## src/rtl/tsd_cycle_cnt.sv

```systemverilog
// Saturating, enable-gated cycle counter. With TSD_TIMEOUT_EN defined it also flags
// the cycle in which the count sits one below the TIMEOUT budget.
module tsd_cycle_cnt #(
    parameter int CNT_W   = 64
`ifdef TSD_TIMEOUT_EN
    ,
    parameter int TIMEOUT = 1000000
`endif
) (
    input  logic             clk,
    input  logic             rst,
    input  logic             en_i,
    output logic [CNT_W-1:0] cnt_o
`ifdef TSD_TIMEOUT_EN
    ,
    output logic             tc_o
`endif
);

    logic [CNT_W-1:0] cnt_q;
    logic [CNT_W-1:0] cnt_d;

    always_comb begin
        cnt_d = cnt_q;
        if (en_i && (cnt_q != '1)) begin
            cnt_d = cnt_q + 1'b1;
        end
    end

    always_ff @(posedge clk) begin
        if (rst) begin
            cnt_q <= '0;
        end else begin
            cnt_q <= cnt_d;
        end
    end

    assign cnt_o = cnt_q;

`ifdef TSD_TIMEOUT_EN
    // Terminal count one early so the state change lands on the TIMEOUT-th edge
    assign tc_o = (cnt_q == CNT_W'(TIMEOUT - 1));
`endif

endmodule

```

## config.mk

```make
export PLATFORM = sky130hd
export DESIGN_NAME = tsd_cycle_cnt
export DESIGN_NICKNAME = d
export VERILOG_FILES = /design/src/rtl/tsd_cycle_cnt.sv
export SDC_FILE = /design/constraint.sdc
export NUM_CORES = 1
export LEC_CHECK = 0
export CAP_MARGIN = 20
export CORE_UTILIZATION = 45
export DETAILED_ROUTE_END_ITERATION = 10
export DONT_BUFFER_PORTS = 1
export HOLD_SLACK_MARGIN = 0.06
export PLACE_DENSITY = 0.62
export SLEW_MARGIN = 5
export SYNTH_ARGS = -nofsm -noshare
export SYNTH_HDL_FRONTEND = slang
export SYNTH_SLANG_ARGS = --single-unit
export TNS_END_PERCENT = 100
```

## constraint.sdc

```tcl
create_clock -name clk -period 2.1 [get_ports clk]
set_input_delay 0.315 -clock clk [delete_from_list [all_inputs] [get_ports clk]]
set_output_delay 0.315 -clock clk [all_outputs]
set_load 0.01 [all_outputs]
```

==> metrics.md, run 1 <==
| Metric | Value |
|---|---|
| Status | finished clean |
| Post-Synthesis Cells | 400 |
| Async set-reset flop share out of synthesis | 0% |
| Total chip power | 2300 µW |
| Worst slack, placed | -0.0230 ns |
| ANT nets after route | 0 |
| Post-synth top area cell | dfxtp_1 |
| Number of port buffers | 0 |
| Area of the core | 7250 µm² |
| Clk slew on worst S/H paths | 0.06 ns |
| Seq/Total Area, Yosys | 37.8% |
| Post-layout min period | 2.06 ns |
| Power per Cell Area | 501 nW/µm² |
| Setup slack after layout | 0.0383 ns |
| Die ar. | 7870 µm² |
| FP Rows | 31 |
| R2r startpoint | cnt_o[0] |
| Chip height | 88.7 µm |
| Clk pwr share | 44.0% |
| Worst Hold Launch | rst |
| Power Internal | 1810 µW |
| Drt wl/cell | 15.9 µm |
| Routed met2 length | 4530 µm |
| Worst vdd ir | 0.000332 V |
| Via density | 5.52 |
| Overflow after GRT | 0 |
| CTS buffer count | 9 |
| EDFF count, synth | 0 |
| Max Fclk | 485 MHz |
| Comb pwr share | 2.7% |
| Top-area cell type share of the netlist area | 37.8% |
| Largest register FFs | 64 |
| GRT Resource Usage Total | 24.7% |
| Critical Path Source Type | register |
| First-pass GRT wire length | 14900 µm |
| Lkg Pwr | 0.00185 µW |
| Clock latency at the later pin of the worst-skew pair | 0.35 ns |
| Synthesis-to-layout area growth | 35.4% |
| Worst Hold End | cnt_o[4] |
| Top Metal Used | met4 |
| Mapped cell area | 3390 µm² |
| Max-slew violations | 0 |
| Period Utilization, post-route | 98.2% |
| Layout cells sized above 1 | 35.0% |
| Slew HR | 66.6% |
| RePlAce Congestion | 0.826 |
| Syn Area/Cell | 8.46 µm² |
| Post-Route WL | 9480 µm |
| Ports | 67 |
| Worst Path Max Fanout | 6 |
| Worst EP arrival | 2.34 ns |
| Crit. End Element | register |
| Sequential Power Share | 53.2% |
| Synth cell types | 49 |
| Starting Density | 46.7% |
| Synth warnings | 0 |
| DP HPWL | 6610 µm |
| DRT iter0 DRCs | 150 |
| DR DRC count | 0 |
| Root buf cell | clkbuf_8 |
| Data required, critical path | 2.37 ns |
| Worst Hold Class | input port to register |
| Synth area leaders | dfxtp_1, nor2_1, xor2_1 |
| Die W | 88.7 µm |
| Unrepaired setup endpoints after global routing | true |
| R2R setup slack | 0.04 ns |
| H-tree levels | 3 |
| Switching Share | 21.4% |
| Synth Net Count | 404 |
| Total negative slack | 0 ns |
| Number of global-route vias before repair | 3212 |
| Critical path class | register to register |
| Largest net degree at the start of global routing | 51 |
| Total of max-cap violations | 0 |
| Worst-Margin Slew | 0.496 ns |
| Layout filler cell count | 633 |
| #FFs+latches synth | 64 |
| Final hold vios | 0 |
| Clock buffer depth | 2 |
| Routed vias | 3292 |
| CTS tree | done |
| Worst r2r path cells | 8 |
| Clk sinks | 64 |
| Skew final | 0.00924 ns |
| Register Area | 1300 µm² |
| P_sw | 491 µW |
| Final setup viols | 0 |
| Wl on met1 | 4320 µm |
| Initial antenna violation count | 0 |
| Top FF cell, synth | dfxtp_1 |
| Nets | 499 |
| TritonRoute pass-1 iters | 4 |
| Routed wl met3 | 492 µm |
| Multi-input combinational cell area | 2140 µm² |
| Hold depth | 3 |
| RR Endpoint | cnt_o[31] |
| N_diodes | 0 |
## Yosys cell counts, types with 2 or more instances
master / number
a211o_2: 2
a211oi_1: 2
a21oi_1: 23
and2_1: 3
and3_1: 9
and4_1: 3
buf_2: 2
buf_4: 3
clkbuf_1: 11
dfxtp_1: 64
inv_1: 12
mux2_1: 6
mux2_2: 2
mux2_4: 3
nand2_1: 24
nand3_1: 25
nand4_1: 23
nand4_2: 3
nand4_4: 2
nand4b_1: 2
nor2_1: 51
nor2b_1: 10
nor3_1: 12
nor4_1: 6
nor4_4: 3
o2111ai_1: 3
o211ai_1: 2
o21ai_0: 15
o31ai_1: 7
or3_1: 15
or4_1: 9
xnor2_1: 7
xor2_1: 20
## what timing repair did
action / in CTS / in global routing
hold buffers: 1 / 0
endpoints found under the setup margin: 6 / 38
endpoints found under the hold margin: 50 / 0
gates resized for setup: 3 / 47
pin swaps: 0 / 11
setup buffers: 0 / 1
## how the worst max path moves through the flow
stage               startpoint         to  cells past startpoint
finish                cnt_o[0]  cnt_o[31]                      8
global route         cnt_o[42]  cnt_o[49]                      7
CTS                   cnt_o[1]  cnt_o[49]                      7
detailed placement   cnt_o[46]  cnt_o[61]                      6
global placement      cnt_o[1]  cnt_o[31]                      8
floorplan             cnt_o[0]  cnt_o[35]                      9
## kinds of logic after synthesis
group | count (synthesis) | share of synthesized area [%]
buffers and inverters | 29 | 3.84
adder cells (fa/ha/maj) | 1 | 0.369
XOR/XNOR | 27 | 6.98
multiplexers | 12 | 4.29
AO/OA/AOI/OAI | 59 | 10.8
AND/OR/NAND/NOR | 208 | 35.8
flip-flops | 64 | 37.8
## metrics by stage
step / hold WS, ns / instances / utilization, % / cell area, µm²
final: 0.142 / 596 / 63.2 / 4580
after global routing: 0.148 / 596 / 63.2 / 4580
after CTS: 0.134 / 595 / 60.6 / 4390
after detailed placement: 0.397 / 581 / 57.7 / 4190
after global placement: 0.392 / 581 / 57.7 / 4190
after floorplan: 0.487 / 400 / - / 3390
## worst max-delay path, stage by stage (launching register included)
cell and delay (ns):
dfxtp_2 0.33, ha_1 0.22, nand3_2 0.14, nor4_4 0.06, and3_1 0.25, a211o_4 0.39
buf_4 0.16, or3_1 0.30, a21oi_1 0.15
## routing by layer
layer	track usage, %	vias up
li1	-	1647
met1	31.4	1567
met2	40.5	67
met3	6.25	11
met4	8.80	0
met5	0	-
## layout by cell type, fill, tap and decap left out, drive strengths merged
cell       n
nor4      10
and2       4
or4        9
a31oi      1
nand4b     2
a211oi     2
nor2b     10
mux2i      1
nor3      13
o2111ai    3
xor2      20
o211ai     3
bufinv     1
and4       4
o21ai     16
or3       15
nor2      51
and3       9
a21boi     1
or2        1
mux2      11
nand3     25
and2b      1
nand4     28
xnor2      7
dfxtp     64
a211o      3
ha         1
o31ai      7
inv       12
nor4b      1
nand2     24
nand3b     1
a21oi     23
clkbuf    12
buf      101
## area by class of cell
type	count	area share, %
inverters	12	0.983
clock buffers	12	3.17
multi-input cells	307	46.6
repair buffers	101	17.5
clock inverters	1	0.655
flip-flops and latches	64	28.4
well taps	99	2.70
## power groups by stage
| stage | sequential, µW | clock [µW] | combinational, µW |
|---|---|---|---|
| 2_1_floorplan | 1250 | 0 | 40.2 |
| 3_3_place_gp | 1250 | 0 | 36.8 |
| 3_5_place_dp | 1250 | 0 | 39.2 |
| 4_1_cts | 1220 | 1020 | 59.7 |
| 5_1_grt | 1220 | 1070 | 67.2 |
| 6_report | 1220 | 1010 | 62.6 |
No activity file was read; power rests on OpenSTA's default activity.
==> inputs of run 2 (changes only) <==
- PLACE_DENSITY: 0.62 -> 0.6
- clock period: 2.1 -> 2.5 ns (I/O delays scaled with it)
==> run 2 against run 1 <==
Compared with the run above:
- maximum frequency shrank 11%
- clock skew grew 0.0011 ns
- cell count shrank 9.1%
- clock-buffer cell count is the same
- hold slack lost 0.040 ns
- global-route usage shrank 1.8 points
- via count shrank 6.8%
- sequential cell count is the same
- non-clock buffer count shrank 57
- core utilization shrank 8.9 points
- worst setup slack gained 0.15 ns
- sequential power shrank 16%
==> metrics.md, run 2 (same netlist as run 1, synthesis figures left out) <==
| Metric | Value |
|---|---|
| Status | finished clean (unchanged) |
| Max Fclk | 432 MHz (was 485 MHz) |
| Via density | 5.66 (was 5.52) |
| Power per Cell Area | 483 nW/µm² (was 501 nW/µm²) |
| DR DRC count | 0 (unchanged) |
| Total of max-cap violations | 0 (unchanged) |
| Resized cells post-CTS | 0 (was 3) |
| Largest register FFs | 64 (unchanged) |
| Setup Buffers After CTS | 0 (unchanged) |
| Unrepaired setup endpoints after global routing | false (was true) |
| N_diodes | 0 (unchanged) |
| Largest net degree at the start of global routing | 79 (was 51) |
| CTS buffer count | 9 (unchanged) |
| Worst slack, placed | 0.169 ns (was -0.0230 ns) |
| Synthesis-to-layout area growth | 16.2% (was 35.4%) |
| DP HPWL | 6170 µm (was 6610 µm) |
| Overflow after GRT | 0 (unchanged) |
| Starting Density | 46.7% (unchanged) |
| TritonRoute pass-1 iters | 4 (unchanged) |
| Hold Buf Count CTS | 0 (was 1) |
| Number of port buffers | 0 (unchanged) |
| Commonest non-fill, non-tap cells in the layout | dfxtp_1, nor2_1, buf_4 (was buf_4, nor2_1, dfxtp_1) |
| Critical path class | register to register (unchanged) |
| Worst Hold Class | input port to register (unchanged) |
| Critical Path Source Type | register (unchanged) |
| Clk slew on worst S/H paths | 0.07 ns (was 0.06 ns) |
| Ports | 67 (unchanged) |
| Total negative slack | 0 ns (unchanged) |
| Chip height | 88.7 µm (unchanged) |
| GRT Resource Usage Total | 22.9% (was 24.7%) |
| Lkg Pwr | 0.00147 µW (was 0.00185 µW) |
| Clk sinks | 64 (unchanged) |
| Die W | 88.7 µm (unchanged) |
| Root buf cell | clkbuf_8 (unchanged) |
| Nets | 442 (was 499) |
| Die ar. | 7870 µm² (unchanged) |
| Area of the core | 7250 µm² (unchanged) |
| Worst-Margin Slew | 0.435 ns (was 0.496 ns) |
| H-tree levels | 3 (unchanged) |
| Initial antenna violation count | 0 (unchanged) |
| Data required, critical path | 2.73 ns (was 2.37 ns) |
| Worst EP arrival | 2.54 ns (was 2.34 ns) |
| Number of global-route vias before repair | 2833 (was 3212) |
| Clock latency at the later pin of the worst-skew pair | 0.34 ns (was 0.35 ns) |
| R2r startpoint | cnt_o[45] (was cnt_o[0]) |
| Critical path launch point | cnt_o[45] (was cnt_o[0]) |
| Skew final | 0.0104 ns (was 0.00924 ns) |
| Post-layout min period | 2.31 ns (was 2.06 ns) |
| Final setup viols | 0 (unchanged) |
| Post-Route WL | 8560 µm (was 9480 µm) |
| Routed vias | 3068 (was 3292) |
| First-pass GRT wire length | 13800 µm (was 14900 µm) |
| Worst vdd ir | 0.000265 V (was 0.000332 V) |
| FP Rows | 31 (unchanged) |
| Leading cell type in the layout, fill and taps excluded | dfxtp_1 (was buf_4) |
| Final hold vios | 0 (unchanged) |
| Clock buffer depth | 2 (unchanged) |
| Period Utilization, post-route | 92.5% (was 98.2%) |
| Slew HR | 70.8% (was 66.6%) |
| ANT nets after route | 0 (unchanged) |
| RePlAce Congestion | 0.808 (was 0.826) |
| Crit. End Element | register (unchanged) |
| Worst Path Max Fanout | 7 (was 6) |
| Max-slew violations | 0 (unchanged) |
| Drt wl/cell | 15.8 µm (was 15.9 µm) |
| DRT iter0 DRCs | 156 (was 150) |
| Layout cells sized above 1 | 18.1% (was 35.0%) |
| CTS tree | done (unchanged) |
| Setup slack after layout | 0.187 ns (was 0.0383 ns) |
| Worst Hold Launch | rst (unchanged) |
run 2: report_power, final:
part | internal (µW) | total, µW | leakage [µW] | switching (µW)
registers | 1020 | 1030 | 0.000516 | 2.37
logic | 12.5 | 28.2 | 0.000865 | 15.7
clock network | 457 | 847 | 0.0000941 | 390
run 2: worst max-delay path, stage by stage (launching register included):
cell and delay [ns]:
dfxtp_1 0.50, nand4_4 0.21, nor4_2 0.38, nand4_1 0.15, a211o_2 0.39, nor4_1 0.22
mux2_1 0.35
run 2: through the flow:
stage | cell area [µm²] | hold slack, ns | power [µW] | utilization, % | cells
global route | 3940 | 0.0714 | 1980 | 54.3 | 542
global placement | 3750 | 0.454 | 1070 | 51.8 | 526
CTS | 3940 | 0.0867 | 1920 | 54.3 | 542
floorplan | 3390 | 0.517 | 1080 | - | 400
finish | 3940 | 0.103 | 1900 | 54.3 | 542
detailed placement | 3750 | 0.455 | 1080 | 51.8 | 526
run 2: final timing paths:
kind          endpoint  slack (ns)  cells after the start
max          cnt_o[63]        0.19                      6
min reg2reg  cnt_o[21]        0.56                      2
min          cnt_o[52]        0.10                      1
max reg2reg  cnt_o[63]        0.19                      6
run 2: routing by layer:
layer	global-route usage, %	wire length (µm)	vias up
met2	35.9	3970	70
li1	-	-	1538
met1	29.3	3940	1455
met5	0	0	-
met4	7.18	72	0
met3	8.40	574	5
run 2: cell type report:
class	count	area, µm²
clock buffer	12	135
clock inverter	4	45.0
fill	702	3320
inverter	12	45.0
multi-input combinational	307	1970
sequential	64	1280
tap	99	124
timing repair buffer	44	330
